$ cat config.mk
export PLATFORM = sky130hd
export DESIGN_NAME = video_window_out_flat
export DESIGN_NICKNAME = d
export VERILOG_FILES = /design/src/rtl/video_window_out_if.sv /design/src/rtl/video_window_out.sv /design/src/flat_wrapper.sv
export SDC_FILE = /design/constraint.sdc
export NUM_CORES = 1
export LEC_CHECK = 0
export ABC_AREA = 1
export BUFFER_PORTS_ARGS = -buffer_cell sky130_fd_sc_hd__buf_2
export CAP_MARGIN = 20
export CORE_UTILIZATION = 25
export DETAILED_ROUTE_END_ITERATION = 12
export GPL_TIMING_DRIVEN = 0
export HOLD_SLACK_MARGIN = 0.06
export PLACE_DENSITY = 0.41
export REMOVE_ABC_BUFFERS = 1
export SYNTH_ARGS = -nofsm -noshare
export SYNTH_HDL_FRONTEND = slang
export SYNTH_SLANG_ARGS = --single-unit
$ cat constraint.sdc
create_clock -name clk_pix -period 3.4 [get_ports clk_pix]
set_input_delay 0.85 -clock clk_pix [delete_from_list [all_inputs] [get_ports clk_pix]]
set_output_delay 0.85 -clock clk_pix [all_outputs]
set_load 0.1 [all_outputs]
$ cat src/rtl/video_window_out_if.sv
// Framebuffer stream handshake between the pixel output stage and its word source.
// master = word source, slave = video_window_out.
interface video_window_out_if;
  logic [15:0] stream_data_i;
  logic        stream_err_underflow_i;
  logic        stream_ena_o;

  modport master (
    output stream_data_i,
    output stream_err_underflow_i,
    input  stream_ena_o
  );

  modport slave (
    input  stream_data_i,
    input  stream_err_underflow_i,
    output stream_ena_o
  );
endinterface

$ cat src/rtl/video_window_out.sv
// Framebuffer window placement, 1x/2x/4x replication and RGB444/565 expansion ahead of hdmi_encoder.
// Optional: define VIDEO_WINDOW_OUT_UNDERFLOW_EN to paint underflowed pixels red and count them.
module video_window_out #(
  parameter int          FB_WIDTH   = 640,
  parameter int          FB_HEIGHT  = 480,
  parameter int          SCALE      = 1,
  parameter int          X_OFFSET   = 0,
  parameter int          Y_OFFSET   = 0,
  parameter logic [23:0] BORDER_RGB = 24'h202020,
  parameter int          CORDW      = 16
) (
  input  logic               clk_pix,
  input  logic               reset_n_i,
  input  logic               de_i,
  input  logic               hsync_i,
  input  logic               vsync_i,
  input  logic               frame_i,
  input  logic               line_i,
  input  logic               fmt565_i,
  video_window_out_if.slave  stream_if,
  output logic [7:0]         vga_r_o,
  output logic [7:0]         vga_g_o,
  output logic [7:0]         vga_b_o,
  output logic               vga_hsync_o,
  output logic               vga_vsync_o,
  output logic               vga_de_o,
  output logic [15:0]        underflow_cnt_o
);
  // state        | meaning
  // S_WAIT_FRAME | syncs/de pass through, pixels black, no pops
  // S_ACTIVE     | window placement and stream consumption running
  localparam logic [0:0] S_WAIT_FRAME = 1'b0;
  localparam logic [0:0] S_ACTIVE     = 1'b1;

  localparam int unsigned AW = (FB_WIDTH > 1) ? $clog2(FB_WIDTH) : 1;
  localparam int unsigned SW = (SCALE > 1) ? $clog2(SCALE) : 1;
  localparam logic [SW-1:0] SUB_LAST = SW'(SCALE - 1);
  localparam logic [32:0] X_LO  = 33'(X_OFFSET);
  localparam logic [32:0] Y_LO  = 33'(Y_OFFSET);
  localparam logic [31:0] WIN_W = 32'(FB_WIDTH * SCALE);
  localparam logic [31:0] WIN_H = 32'(FB_HEIGHT * SCALE);

  logic [0:0]       r_state;
  logic             r_fmt565;
  logic [CORDW-1:0] r_col;
  logic [CORDW-1:0] r_row;
  logic [SW-1:0]    r_hsub;
  logic [SW-1:0]    r_vsub;
  logic [AW-1:0]    r_src_x;

  logic [32:0] w_col_rel;
  logic [32:0] w_row_rel;
  logic        w_col_in;
  logic        w_row_in;
  logic        w_inwin;
  logic        w_active;
  logic        w_fetch_row;
  logic        w_pix;
  logic        w_pop;

  // borrow bit of the offset subtraction doubles as the "left of / above window" test
  assign w_col_rel   = {1'b0, 32'(r_col)} - X_LO;
  assign w_row_rel   = {1'b0, 32'(r_row)} - Y_LO;
  assign w_col_in    = !w_col_rel[32] && (w_col_rel[31:0] < WIN_W);
  assign w_row_in    = !w_row_rel[32] && (w_row_rel[31:0] < WIN_H);
  assign w_inwin     = w_col_in && w_row_in;
  assign w_active    = (r_state == S_ACTIVE);
  assign w_fetch_row = (SCALE == 1) || (r_vsub == '0);
  assign w_pix       = w_active && de_i && w_inwin;
  assign w_pop       = w_pix && (r_hsub == '0) && w_fetch_row;

  assign stream_if.stream_ena_o = w_pop;

  always_ff @(posedge clk_pix or negedge reset_n_i) begin
    if (!reset_n_i) begin
      r_state  <= S_WAIT_FRAME;
      r_fmt565 <= 1'b0;
    end else if (frame_i) begin
      r_state  <= S_ACTIVE;
      r_fmt565 <= fmt565_i;
    end
  end

  always_ff @(posedge clk_pix or negedge reset_n_i) begin
    if (!reset_n_i) begin
      r_col   <= '0;
      r_row   <= '0;
      r_hsub  <= '0;
      r_vsub  <= '0;
      r_src_x <= '0;
    end else if (frame_i) begin
      r_col   <= '0;
      r_row   <= '0;
      r_hsub  <= '0;
      r_vsub  <= '0;
      r_src_x <= '0;
    end else if (line_i) begin
      r_col   <= '0;
      r_hsub  <= '0;
      r_src_x <= '0;
      if (r_row != '1) r_row <= r_row + CORDW'(1);
      // vsub advances only when leaving a window line
      if (w_row_in) r_vsub <= (r_vsub == SUB_LAST) ? '0 : r_vsub + SW'(1);
    end else begin
      if (de_i && (r_col != '1)) r_col <= r_col + CORDW'(1);
      if (w_pix) begin
        if (r_hsub == SUB_LAST) begin
          r_hsub  <= '0;
          r_src_x <= r_src_x + AW'(1);
        end else begin
          r_hsub  <= r_hsub + SW'(1);
        end
      end
    end
  end

  logic [15:0] w_lb_q;

  if (SCALE > 1) begin : g_lb
    logic [15:0] r_mem [0:FB_WIDTH-1];
    logic [15:0] r_lb_q;

    always_ff @(posedge clk_pix) begin
      if (w_pop) r_mem[r_src_x] <= stream_if.stream_data_i;
    end

    always_ff @(posedge clk_pix or negedge reset_n_i) begin
      if (!reset_n_i) r_lb_q <= '0;
      else            r_lb_q <= r_mem[r_src_x];
    end

    assign w_lb_q = r_lb_q;
  end else begin : g_no_lb
    assign w_lb_q = '0;
  end

  logic [15:0] r_s1_word;
  logic        r_s1_de;
  logic        r_s1_hs;
  logic        r_s1_vs;
  logic        r_s1_inwin;
  logic        r_s1_fetch;
  logic        r_s1_active;
  logic        r_s1_uf;

  // the word is held across hsub!=0 so fetch rows replicate horizontally
  always_ff @(posedge clk_pix or negedge reset_n_i) begin
    if (!reset_n_i) begin
      r_s1_word   <= '0;
      r_s1_de     <= 1'b0;
      r_s1_hs     <= 1'b0;
      r_s1_vs     <= 1'b0;
      r_s1_inwin  <= 1'b0;
      r_s1_fetch  <= 1'b0;
      r_s1_active <= 1'b0;
      r_s1_uf     <= 1'b0;
    end else begin
      if (w_pop) r_s1_word <= stream_if.stream_data_i;
      r_s1_de     <= de_i;
      r_s1_hs     <= hsync_i;
      r_s1_vs     <= vsync_i;
      r_s1_inwin  <= w_inwin;
      r_s1_fetch  <= w_fetch_row;
      r_s1_active <= w_active;
      r_s1_uf     <= stream_if.stream_err_underflow_i;
    end
  end

  logic [15:0] w_word;
  logic [7:0]  w_r8;
  logic [7:0]  w_g8;
  logic [7:0]  w_b8;
  logic [23:0] w_rgb;

  assign w_word = r_s1_fetch ? r_s1_word : w_lb_q;
  assign w_r8   = r_fmt565 ? {w_word[15:11], w_word[15:13]} : {w_word[11:8], w_word[11:8]};
  assign w_g8   = r_fmt565 ? {w_word[10:5],  w_word[10:9]}  : {w_word[7:4],  w_word[7:4]};
  assign w_b8   = r_fmt565 ? {w_word[4:0],   w_word[4:2]}   : {w_word[3:0],  w_word[3:0]};

  always_comb begin
    w_rgb = 24'h000000;
    if (r_s1_active && r_s1_de) begin
      if (!r_s1_inwin) w_rgb = BORDER_RGB;
`ifdef VIDEO_WINDOW_OUT_UNDERFLOW_EN
      else if (r_s1_fetch && r_s1_uf) w_rgb = 24'hFF0000;
`endif
      else w_rgb = {w_r8, w_g8, w_b8};
    end
  end

  always_ff @(posedge clk_pix or negedge reset_n_i) begin
    if (!reset_n_i) begin
      vga_r_o     <= '0;
      vga_g_o     <= '0;
      vga_b_o     <= '0;
      vga_hsync_o <= 1'b0;
      vga_vsync_o <= 1'b0;
      vga_de_o    <= 1'b0;
    end else begin
      vga_r_o     <= w_rgb[23:16];
      vga_g_o     <= w_rgb[15:8];
      vga_b_o     <= w_rgb[7:0];
      vga_hsync_o <= r_s1_hs;
      vga_vsync_o <= r_s1_vs;
      vga_de_o    <= r_s1_de;
    end
  end

`ifdef VIDEO_WINDOW_OUT_UNDERFLOW_EN
  logic [15:0] r_uf_cnt;

  always_ff @(posedge clk_pix or negedge reset_n_i) begin
    if (!reset_n_i) begin
      r_uf_cnt <= '0;
    end else if (r_s1_active && r_s1_de && r_s1_inwin && r_s1_fetch && r_s1_uf
                 && (r_uf_cnt != 16'hFFFF)) begin
      r_uf_cnt <= r_uf_cnt + 16'd1;
    end
  end

  assign underflow_cnt_o = r_uf_cnt;

  logic w_unused;
  assign w_unused = ^{1'b0, r_src_x};
`else
  assign underflow_cnt_o = 16'h0000;

  logic w_unused;
  assign w_unused = ^{1'b0, r_src_x, r_s1_uf};
`endif

endmodule

$ cat src/flat_wrapper.sv
// flat-port wrapper written by rule: the top's interface ports become plain ports
module video_window_out_flat 
#(
  parameter int          FB_WIDTH   = 640,
  parameter int          FB_HEIGHT  = 480,
  parameter int          SCALE      = 1,
  parameter int          X_OFFSET   = 0,
  parameter int          Y_OFFSET   = 0,
  parameter logic [23:0] BORDER_RGB = 24'h202020,
  parameter int          CORDW      = 16
)
  (clk_pix, reset_n_i, de_i, hsync_i, vsync_i, frame_i, line_i, fmt565_i, vga_r_o, vga_g_o, vga_b_o, vga_hsync_o, vga_vsync_o, vga_de_o, underflow_cnt_o, stream_if_stream_data_i, stream_if_stream_err_underflow_i, stream_if_stream_ena_o);
  video_window_out_if stream_if_i ();
  input  logic clk_pix;
  input  logic reset_n_i;
  input  logic de_i;
  input  logic hsync_i;
  input  logic vsync_i;
  input  logic frame_i;
  input  logic line_i;
  input  logic fmt565_i;
  output logic [7:0] vga_r_o;
  output logic [7:0] vga_g_o;
  output logic [7:0] vga_b_o;
  output logic vga_hsync_o;
  output logic vga_vsync_o;
  output logic vga_de_o;
  output logic [15:0] underflow_cnt_o;
  input wire logic [$bits(stream_if_i.stream_data_i)-1:0] stream_if_stream_data_i;
  input wire logic [$bits(stream_if_i.stream_err_underflow_i)-1:0] stream_if_stream_err_underflow_i;
  output wire logic [$bits(stream_if_i.stream_ena_o)-1:0] stream_if_stream_ena_o;
  assign stream_if_i.stream_data_i = stream_if_stream_data_i;
  assign stream_if_i.stream_err_underflow_i = stream_if_stream_err_underflow_i;
  assign stream_if_stream_ena_o = stream_if_i.stream_ena_o;
  video_window_out #(.FB_WIDTH(FB_WIDTH), .FB_HEIGHT(FB_HEIGHT), .SCALE(SCALE), .X_OFFSET(X_OFFSET), .Y_OFFSET(Y_OFFSET), .BORDER_RGB(BORDER_RGB), .CORDW(CORDW)) u_core (.clk_pix(clk_pix), .reset_n_i(reset_n_i), .de_i(de_i), .hsync_i(hsync_i), .vsync_i(vsync_i), .frame_i(frame_i), .line_i(line_i), .fmt565_i(fmt565_i), .stream_if(stream_if_i), .vga_r_o(vga_r_o), .vga_g_o(vga_g_o), .vga_b_o(vga_b_o), .vga_hsync_o(vga_hsync_o), .vga_vsync_o(vga_vsync_o), .vga_de_o(vga_de_o), .underflow_cnt_o(underflow_cnt_o));
endmodule
==> metrics.cfg <==
[die]
fp.dieW_um = 131
initial_utilization = 0.260
ioPinCount = 69
core_area_mm2 = 0.0161
core.rowCount = 46
die_area_mm2 = 0.0173
die_h_um = 131

[cells_and_area]
fin_nets = 599
layout-drive-gt1-share = 0.156
final_util = 0.308
num_antenna_cells = 0
fill_cells = 1764
final_common_cell = nand2_1
final_cell_mix = 156 x nand2_1, 83 x dfrtp_1, 65 x nor2_1, 50 x buf_2, 37 x inv_1
area_growth_syn_to_layout_pct = 18.3

[worst_setup_path]
endpoint_kind = output port
cp.required_ps = 2550
cp_slowest_cell = dfrtp_1
critPathBufInv = 2
cp.arrival_ps = 2360
start_kind = flop
crit_chain = nand2_1, nand4_1, nor2_4, nand3_4, inv_1, buf_2
critPathMaxStageDelay_ps = 430
cp_max_fo = 18
crit_family = simple AND/OR/NAND/NOR gates
critPathKind = flop to output port

[sta]
rsz0062_at_grt = false
fin_skew_ps = 5.66
worstMarginPinSlew_ps = 807
fin_tns_setup_ps = 0
setup_viol = 0
worst_slack_ps = 190
maxSlewViolCount = 0
hold_viol_final = 0
period_share = 0.944
max_freq_ghz = 0.312
post-route-min-period_ps = 3210
slew_headroom = 0.460

[logic_synthesis]
netlist_area_mm2 = 0.00419
ys.flop_type = dfrtp_1
synth_adder_area_share = 0.00597
synth_edf_count = 0
muxShareOfSynthArea = 0
yosys_warnings = 0
synth-compound-area-share = 0.0651
yosysUniqueCellTypes = 35
ys_seq_area_frac = 0.496
syn-mean-instance-area_um2 = 8.03
synth_top_family_by_area = simple AND/OR/NAND/NOR gates
synthCells = 522
synth_xor_area_frac = 0.0209
ys_ff_latch = 83
synthSimpleGateAreaFrac = 0.327
postSynth.asyncResetShare = 1.00

[drt]
drtIter0Drc = 218
vias = 3419
drc = 0
dr.pass1.iters = 4
totalWireLength_um = 10200
via_per_inst = 4.31
avgRoutedWirePerCell_um = 12.8
ant_nets = 0

[power]
p_total_w = 0.00266
ir_drop_mv = 0.254
power.density_mw_per_mm2 = 537
power.leakage_nw = 2.41

[job]
drv_cap = 0

[grt]
grt_start_max_net_pins = 49
grt_usage = 0.125
grt_pass1_vias = 3332
antenna_found_initial = 0
grt_pass1_wl_um = 17000
grt.overflow.total = 0

[hold_path]
hold_path.class = flop to flop

[clock_tree]
cts_tree = built
cts.sinks = 83
cts_root_buffer = clkbuf_16
numCtsBuffers = 9
clockBufferDepth = 2
clk_pin_slew_ps = 60
clk_latency_ps = 340
htreeDepth = 3

[placement]
pre_cts_slack_ps = 210
place.port_buffers = 51
gp_congestion = 0.826
hpwl_um = 7320

[status]
status = finished clean

-- final timing paths --
kind                            cells after the start                         endpoint  slack, ps                        start
min in group asynchronous                           1      u_core.vga_g_o[7]$_DFF_PN0_        530                    reset_n_i
max in group asynchronous                           2      u_core.r_row[0]$_DFFE_PN0P_       2250                    reset_n_i
worst min-delay path                                0     u_core.vga_hsync_o$_DFF_PN0_        350     u_core.r_s1_hs$_DFF_PN0_
worst max register to register                      6  u_core.r_s1_word[7]$_DFFE_PN0P_       1610  u_core.r_col[9]$_DFFE_PN0P_
worst min register to register                      0     u_core.vga_hsync_o$_DFF_PN0_        350     u_core.r_s1_hs$_DFF_PN0_
worst max-delay path                                6           stream_if_stream_ena_o        190  u_core.r_col[9]$_DFFE_PN0P_
-- logic make-up (layout without fill, tap and decap cells) --
logic type	count (synthesis)	count (layout)
and+or+nand+nor	303	303
DFF	83	83
buffers and inverters	70	110
AOI/OAI and AO/OA	52	52
xor gates and xnor gates	10	10
adders and majority gates	2	2
other	2	17
-- flip-flops by register name, summed over array words and instances (netlist names) --
signal	flops
u_core.r_col	16
u_core.r_fmt565	1
u_core.r_row	16
u_core.r_s1_active	1
u_core.r_s1_de	1
u_core.r_s1_fetch	1
u_core.r_s1_hs	1
u_core.r_s1_inwin	1
u_core.r_s1_vs	1
u_core.r_s1_word	16
u_core.r_state	1
u_core.vga_b_o	8
u_core.vga_de_o	1
u_core.vga_g_o	8
u_core.vga_hsync_o	1
u_core.vga_r_o	8
u_core.vga_vsync_o	1
-- cells in the mapped netlist (4+ instances only) --
master / n / area, um2
nand2_1: 156 / 586
dfrtp_1: 83 / 2080
nor2_1: 65 / 244
inv_1: 37 / 139
nand3_1: 30 / 150
nand4_1: 27 / 169
o21ai_0: 22 / 110
a21oi_1: 21 / 105
buf_4: 17 / 128
xor2_1: 9 / 78.8
clkbuf_1: 5 / 18.8
nand2_2: 5 / 31.3
nor2_4: 5 / 56.3
buf_2: 4 / 20.0
nor3_1: 4 / 20.0
o21ai_1: 4 / 20.0
-- layer usage --
metal | GRT usage | wire length, um | vias to the layer above
met5 | 0 | 0 | -
met4 | 0.0627 | 203 | 0
met3 | 0.0224 | 419 | 14
met2 | 0.194 | 4550 | 78
met1 | 0.167 | 4980 | 1576
li1 | - | - | 1751
-- layout make-up --
| class | instances | area [um2] | area share |
|---|---|---|---|
| clock buffer | 10 | 239 | 0.0482 |
| clock inverter | 6 | 113 | 0.0227 |
| inverter | 41 | 154 | 0.0310 |
| multi-input combinational | 384 | 1820 | 0.367 |
| sequential | 83 | 2080 | 0.419 |
| tap | 216 | 270 | 0.0545 |
| timing repair buffer | 53 | 285 | 0.0575 |
-- repair_timing --
item	in CTS	in global routing
hold buffers	0	0
resized for setup	0	0
setup endpoints to repair	1	0
setup buffers	1	0
-- where the power goes --
group	total, W	internal (W)	switching, W
Clock	0.00114	0.000739	0.000405
Combinational	0.000454	0.0000659	0.000388
Sequential	0.00107	0.00104	0.0000288
Total	0.00266	0.00184	0.000823
-- worst reg2reg max path: stages (launching register included) --
cell and delay (ps):
dfrtp_1 430, nand2_1 160, nand4_1 170, nor2_4 420, nand3_4 300, nand2_1 140, nand2_1 60
-- through the flow --
stage | instance area (um2) | hold WS [ps] | cells
2_1_floorplan | 4050 | 331 | 508
3_3_place_gp | 4580 | 332 | 775
3_5_place_dp | 4600 | 346 | 776
4_1_cts | 4960 | 361 | 793
5_1_grt | 4960 | 362 | 793
6_report | 4960 | 353 | 793
Note: power is estimated with default switching activity, not from simulation.
